<file path="src/rtl/fetch_stage.sv">
// MIPS instruction fetch stage with IF/ID pipeline register.
// Fetches over a req/ack handshake; handles stall, flush, redirect and outstanding requests.
module fetch_stage #(
  parameter logic [31:0] PC_RESET = 32'h0000_0000
) (
  input  logic        clk,
  input  logic        rst_n,
  output logic        imem_req,
  output logic [31:0] imem_addr,
  input  logic [31:0] imem_rdata,
  input  logic        imem_ack,
  input  logic        stall,
  input  logic        flush,
  input  logic        redirect_valid,
  input  logic [31:0] redirect_pc,
  output logic [31:0] ifid_instr,
  output logic [31:0] ifid_pc4,
  output logic        ifid_valid
);

  typedef enum logic [1:0] {IDLE, REQ, HOLD, DROP} state_e;

  state_e      state_q, state_d;
  logic [31:0] pc_q, pc_d;
  logic [31:0] hold_instr_q, hold_instr_d;
  logic [31:0] target_q, target_d;
  logic [31:0] ifid_instr_q, ifid_instr_d;
  logic [31:0] ifid_pc4_q, ifid_pc4_d;
  logic        ifid_valid_q, ifid_valid_d;

  logic [31:0] redir_al;
  logic [31:0] pc_plus4;
  logic        deliver;
  logic [31:0] deliver_instr;

  assign redir_al = {redirect_pc[31:2], 2'b00};
  assign pc_plus4 = pc_q + 32'd4;

  assign imem_req   = (state_q == REQ) || (state_q == DROP);
  assign imem_addr  = pc_q;
  assign ifid_instr = ifid_instr_q;
  assign ifid_pc4   = ifid_pc4_q;
  assign ifid_valid = ifid_valid_q;

  always_comb begin
    state_d       = state_q;
    pc_d          = pc_q;
    hold_instr_d  = hold_instr_q;
    target_d      = target_q;
    deliver       = 1'b0;
    deliver_instr = '0;

    unique case (state_q)
      IDLE: state_d = REQ;
      REQ: begin
        if (imem_ack) begin
          if (redirect_valid) begin
            pc_d = redir_al;
          end else if (flush) begin
            pc_d = pc_q;
          end else if (stall) begin
            hold_instr_d = imem_rdata;
            state_d      = HOLD;
          end else begin
            deliver       = 1'b1;
            deliver_instr = imem_rdata;
            pc_d          = pc_plus4;
          end
        end else if (redirect_valid) begin
          target_d = redir_al;
          state_d  = DROP;
        end
      end
      HOLD: begin
        if (redirect_valid) begin
          pc_d    = redir_al;
          state_d = REQ;
        end else if (flush) begin
          state_d = REQ;
        end else if (!stall) begin
          deliver       = 1'b1;
          deliver_instr = hold_instr_q;
          pc_d          = pc_plus4;
          state_d       = REQ;
        end
      end
      DROP: begin
        // The address of the abandoned request must stay on the bus until it is acked.
        if (redirect_valid) begin
          target_d = redir_al;
        end
        if (imem_ack) begin
          pc_d    = redirect_valid ? redir_al : target_q;
          state_d = REQ;
        end
      end
      default: state_d = IDLE;
    endcase
  end

  always_comb begin
    ifid_instr_d = ifid_instr_q;
    ifid_pc4_d   = ifid_pc4_q;
    ifid_valid_d = ifid_valid_q;
    if (flush) begin
      ifid_instr_d = '0;
      ifid_pc4_d   = '0;
      ifid_valid_d = 1'b0;
    end else if (stall) begin
      ifid_instr_d = ifid_instr_q;
    end else if (deliver) begin
      ifid_instr_d = deliver_instr;
      ifid_pc4_d   = pc_plus4;
      ifid_valid_d = 1'b1;
    end else begin
      ifid_instr_d = '0;
      ifid_valid_d = 1'b0;
    end
  end

  always_ff @(posedge clk or negedge rst_n) begin
    if (!rst_n) begin
      state_q      <= IDLE;
      pc_q         <= PC_RESET;
      hold_instr_q <= '0;
      target_q     <= '0;
      ifid_instr_q <= '0;
      ifid_pc4_q   <= '0;
      ifid_valid_q <= 1'b0;
    end else begin
      state_q      <= state_d;
      pc_q         <= pc_d;
      hold_instr_q <= hold_instr_d;
      target_q     <= target_d;
      ifid_instr_q <= ifid_instr_d;
      ifid_pc4_q   <= ifid_pc4_d;
      ifid_valid_q <= ifid_valid_d;
    end
  end

endmodule

</file>
<file path="config.mk">
export PLATFORM = sky130hd
export DESIGN_NAME = fetch_stage
export DESIGN_NICKNAME = d
export VERILOG_FILES = /design/src/rtl/fetch_stage.sv
export SDC_FILE = /design/constraint.sdc
export NUM_CORES = 1
export LEC_CHECK = 0
export CAP_MARGIN = 20
export CORE_MARGIN = 3
export CORE_UTILIZATION = 40
export DETAILED_ROUTE_END_ITERATION = 10
export DONT_BUFFER_PORTS = 1
export MAX_ROUTING_LAYER = met4
export SLEW_MARGIN = 20
export SYNTH_ARGS = -nofsm -noshare
export SYNTH_HDL_FRONTEND = slang
export SYNTH_SLANG_ARGS = --single-unit
</file>
<file path="constraint.sdc">
create_clock -name clk -period 3 [get_ports clk]
set_clock_uncertainty 0.2 [all_clocks]
set_input_delay 0.3 -clock clk [delete_from_list [all_inputs] [get_ports clk]]
set_output_delay 0.3 -clock clk [all_outputs]
set_load 0.02 [all_outputs]
</file>
Yosys cells after proc, flatten, opt, wreduce, memory -nomap -nowiden
Cells that the tools add are included.
{ "op_classes": {"n_addsub": 1, "n_bitwise": 2, "eq_ne": 12, "n_mux": 37, "reduce_logical": 10} }
{ "op_table": {"columns": ["cell", "n"], "rows": [
  ["two-way mux 32 bit", 16],
  ["one-hot mux 32 bit (2 select lines)", 2],
  ["one-hot mux 32 bit (3 select lines)", 1],
  ["adder 32 x 3 -> 32 bit, second input constant", 1],
  ["two-way mux 2 bit", 9],
  ["!= test 3 bit, second input constant", 4],
  ["one-hot mux 2 bit (4 select lines)", 1],
  ["two-way mux 1 bit", 7],
  ["!= test 2 bit, second input constant", 3],
  ["AND reduction 6 bit", 1],
  ["AND reduction 5 bit", 1],
  ["equality test 2 bit, second input constant", 2],
  ["!= test 4 bit, second input constant", 1],
  ["AND reduction 2 bit", 2],
  ["nonzero test 2 bit", 2],
  ["AND reduction 3 bit", 1],
  ["nonzero test 3 bit", 1],
  ["equality test 2 x 1 -> 1 bit, second input constant", 1],
  ["logical NOT 2 bit", 1],
  ["!= test 2 x 1 -> 1 bit, second input constant", 1],
  ["inverter 1 bit", 2],
  ["one-hot mux 1 bit (2 select lines)", 1],
  ["logical OR 1 bit", 1]
]} }
{ "totals": {"input_bits": 70, "elab_cells": 69, "regBits": 163} }

Depth between registers and ports, before layout
{ "logic_depth": {"ltp_word": 8, "depth_mapped": 11} }

Worst setup path after synthesis
Ideal clock, no wire load.
{ "synth_path": {"path_kind": "register to register", "start": "register state_q[1]", "end": "register ifid_pc4_q[11], in the netlist ifid_pc4[11]", "path_stages_with_launch": 12, "required_time_ps": 2667, "path_buffers": 4, "setup_slack_ps": 698, "arrival_time_ps": 1969, "path_cell_list": "dfrtp_1 > inv_1 > ha_1 > buf_2 > and3b_1 > clkbuf_1 > o21ai_0 > or3_1 > buf_2 > buf_2 > nand3b_1 > o21ai_0"} }
{ "synth_via": {"elab_chain_cells": 4, "elab_cells_between_ends": 5, "cone_classes": "eq/ne (2); mux (1); reduce/logical (2)"} }
{ "synth_rtl": {"columns": ["item", "line", "source"], "rows": [
  ["start: declaration", "23", "state_e state_q, state_d;"],
  ["start signal: assignment", "131", "state_q <= state_d;"],
  ["equality test 2 bit or equality test 2 x 1 -> 1 bit (tied branches)", "53", "unique case (state_q)"],
  ["one-hot mux 1 bit (2 select lines) (*)", "53", null],
  ["nonzero test 2 bit (no line) (*)", null, null],
  ["AND reduction 2 bit (no line) (*)", null, null],
  ["end signal: assignment", "136", "ifid_pc4_q <= ifid_pc4_d;"],
  ["end: declaration", "28", "logic [31:0] ifid_pc4_q, ifid_pc4_d;"]
]} }
Mark *: on every way between the ends. The rest lies on a longest branch, timed or not.
A chain may end at the register's enable or synchronous reset.

Worst setup path after layout
{ "layout_path": {"start": "register state_q[1]", "end": "register ifid_instr_q[10], in the netlist ifid_instr[10]"} }
{ "layout_via": {"elab_chain_cells": 5, "elab_cells_between_ends": 7, "cone_classes": "eq/ne (2); mux (5)"} }
{ "layout_rtl": {"columns": ["item", "line", "source"], "rows": [
  ["equality test 2 bit or equality test 2 x 1 -> 1 bit (tied branches)", "53", null],
  ["one-hot mux 32 bit (2 select lines) or one-hot mux 1 bit (2 select lines) (tied branches)", "53", null],
  ["two-way mux 32 bit (*)", "111", "end else if (deliver) begin"],
  ["two-way mux 32 bit (*)", "109", "end else if (stall) begin"],
  ["two-way mux 32 bit (*)", "105", "if (flush) begin"],
  ["end signal: assignment", "135", "ifid_instr_q <= ifid_instr_d;"],
  ["end: declaration", "27", "logic [31:0] ifid_instr_q, ifid_instr_d;"]
]} }
Mark *: on every way between the ends. The rest lies on a longest branch, timed or not. The select of a mux whose other input is x is not followed.

==> flow_summary.ini <==
[detailed_routing]
vias = 6181
ant_nets = 0
wire_per_inst_um = 20.4
drc = 0
drt-met1-wl_mm = 9.42
drtIter0Drc = 394
wl_met3_mm = 1.74
met2WireLength_mm = 10.6
top_layer_used = met4
drt-total-wl_mm = 22.0
drtPass1Iterations = 5
vias_per_cell = 5.73

[grt]
grt_pass1_wl_mm = 35.2
grt_pass1_vias = 6285
track_usage_pct = 21.4
grt_max_degree = 164
globalRouteOverflowTotal = 0
grt_antenna_before_repair = 0

[sta]
clock.fmax_mhz = 361
slew_viol_final = 0
finalSetupViolations = 0
hold_slack_ns = -0.637
period_needed_ns = 2.77
slew_headroom_pct = 46.0
worst_slew_pin_slew_ns = 0.807
fin_ws_ns = 0.228
fin_crit_sh_pct = 92.4
fin_setup_tns_ns = 0
finalHoldViolations = 163
rsz0062_at_grt = false

[logic_synthesis]
async_flop_share_pct = 100
synth.distinct_cells = 55
synth_top_family_by_area = compound AO/OA/AOI/OAI gates
synth_edf_count = 0
syn_area_mm2 = 0.00787
yosysSeqAreaShare_pct = 51.9
synthAdderAreaFrac_pct = 0.795
yosysWarningCount = 0
ys_ff_latch = 163
syn_area_per_cell_um2 = 10.4
synth_top_flop_cell = dfrtp_1
synthCells = 754
yosys.area_share.simple_pct = 14.3
yosys.area_share.xor_xnor_pct = 3.01
syn_nets = 829
synthMuxAreaShare_pct = 9.66
synth_compound_area_share_pct = 16.8

[worst_setup_path]
cp.required_ns = 3.14
cp.depth = 7
reg2regPathDepth = 7
crit_type = reg2reg
crit_path_max_incr_delay_ns = 0.72
path_max_fanout = 26
crit_top_cell = o21ai_0
critPathLaunchType = flip-flop
end_kind = flip-flop
worstPathCellList = inv_1 -> ha_1 -> and3b_1 -> o21ai_0 -> or3_2 -> buf_4 -> o21ai_0
critical-path-top-delay-family = simple AND/OR/NAND/NOR gates
crit_arrival_ns = 2.91
crit_path_top_delay_cell = or3_2
crit_buf_inv = 2

[layout]
fillCellCount = 1733
areaGrowthSynthToFinish_pct = 20.0
nets = 881
fin_util_pct = 49.6
final_layout_size_suffix_gt1_share_pct = 16.7
antenna_cells = 0
fin_area_mm2 = 0.00944

[power_and_ir_drop]
leakage_uw = 0.00398
max-vdd-ir-drop_mv = 0.506
power.density_mw_per_mm2 = 901

[clock_tree]
cts-buffers-inserted = 17
clk_pin_slew_worst_paths_ns = 0.07
cts_sinks = 163
worstSkewPairLatency_ns = 0.42
cts_max_path_buffers = 2
post_cts_resized = 0
hold_buffers = 67
cts_tree = built
htreeDepth = 4
clockRootBuffer = clkbuf_16
cts_setup_buffers = 0

[placement]
place_congestion = 0.858
dp_hpwl_mm = 14.1
io_buffers = 0
place_area_mm2 = 0.00817
place_ws_ns = 0.226

[floorplan]
coreArea_mm2 = 0.0190
die_area_mm2 = 0.0214
io_pins = 168
die_h_um = 146
initial_utilization_pct = 41.4
dieWidth_um = 146
rows = 50

[outcome]
status = complete, but fails checks
violations = hold timing

[hold_path]
hold_class = in2async

[job]
drv_cap = 0
[cells in the mapped netlist, types with 3 or more instances]
| cell | instances | area [um^2] |
|---|---|---|
| a21o_1 | 3 | 22.5 |
| a21oi_1 | 23 | 115 |
| a221oi_1 | 5 | 43.8 |
| a22o_1 | 14 | 123 |
| a22oi_1 | 32 | 240 |
| a31oi_1 | 4 | 25.0 |
| and2_1 | 5 | 31.3 |
| and3_1 | 17 | 106 |
| buf_1 | 7 | 26.3 |
| buf_2 | 13 | 65.1 |
| clkbuf_1 | 40 | 150 |
| dfrtp_1 | 163 | 4080 |
| ha_1 | 5 | 62.6 |
| inv_1 | 11 | 41.3 |
| mux2_2 | 63 | 709 |
| mux2i_1 | 5 | 50.1 |
| nand2_1 | 82 | 308 |
| nand3_1 | 20 | 100 |
| nand3b_1 | 13 | 97.6 |
| nand4_1 | 9 | 56.3 |
| nor2_1 | 33 | 124 |
| nor2b_1 | 4 | 25.0 |
| nor3_1 | 7 | 35.0 |
| nor4_1 | 6 | 37.5 |
| o21ai_0 | 81 | 405 |
| o22ai_1 | 5 | 31.3 |
| o2bb2ai_1 | 16 | 140 |
| o31a_1 | 4 | 35.0 |
| o31ai_1 | 3 | 22.5 |
| or4_1 | 3 | 22.5 |
| xnor2_1 | 17 | 149 |
| xor2_1 | 10 | 87.6 |
[final timing paths]
check | startpoint | slack (ns) | to
max reg2reg | state_q[1] | 0.23 | ifid_instr[10]
max | state_q[1] | 0.23 | ifid_instr[10]
min | rst_n | -0.64 | ifid_instr[10]
min reg2reg | target_q[0] | 0.29 | target_q[0]
min in group clk | redirect_valid | 0.02 | imem_addr[6]
max in group asynchronous | rst_n | 3.00 | imem_addr[1]
[worst reg2reg max path: stages (launching register included)]
cell	delay, ns
dfrtp_1	0.42
inv_1	0.10
ha_1	0.31
and3b_1	0.23
o21ai_0	0.17
or3_2	0.72
buf_4	0.33
o21ai_0	0.21
[power breakdown]
| part | internal (uW) | total [uW] | switching, uW | leakage (uW) |
|---|---|---|---|---|
| Combinational | 1180 | 2570 | 1390 | 0.00159 |
| Clock | 1180 | 2170 | 989 | 0.000281 |
| Sequential | 2860 | 3760 | 903 | 0.00210 |
| Total | 5220 | 8500 | 3280 | 0.00398 |
[per-stage QoR]
stage / instances / total power [uW]
5_1_grt: 1079 / 9060
4_1_cts: 1079 / 8560
6_report: 1079 / 8500
2_1_floorplan: 754 / 5470
3_3_place_gp: 980 / 6140
3_5_place_dp: 980 / 6250
[layer usage]
layer  global-route usage [%]  vias up
met4                     5.08        0
met2                     34.5      217
met1                     26.3     3107
li1                         -     2838
met3                     6.86       19
met5                        -        -
[kinds of logic after synthesis]
group                    after synthesis
adder cells (fa/ha/maj)                5
flip-flops                           163
AND/OR/NAND/NOR                      216
XOR/XNOR                              27
AO/OA/AOI/OAI                        204
buffers and inverters                 71
multiplexers                          68
[cell usage in the layout (no fill, tap or decap), drive strengths merged, types with 3 or more instances in the layout]
master         n
clkinvlp       3
a21oi         23
nor4           7
o21ai         81
nand3         21
nor2          34
o31a           4
and2           5
o2bb2ai       16
a221oi         5
nor3           8
a22oi         32
nor2b          4
xor2          10
mux2          63
dfrtp        163
clkbuf        17
and3          17
o22ai          5
xnor2         17
o31ai          3
inv           21
mux2i          5
a21o           3
buf           27
or4            4
dlygate4sd3   66
or2            3
nand4         11
nand3b        13
ha             5
a31oi          4
a22o          14
nand2         82
[state kept, by name, indices dropped and copies added (netlist names)]
name and cells:
hold_instr_q 32, ifid_instr 32, ifid_pc4 32, imem_addr 32, target_q 32, state_q 2
ifid_valid 1
[area by class of cell]
class / instances / area, um^2 / area share (%)
multi-input combinational: 520 / 3520 / 37.3
clock inverter: 15 / 161 / 1.71
tap: 260 / 325 / 3.45
timing repair buffer: 93 / 888 / 9.41
sequential: 163 / 4080 / 43.2
inverter: 11 / 41.3 / 0.437
clock buffer: 17 / 425 / 4.51
(Power assumes the default switching activity.)
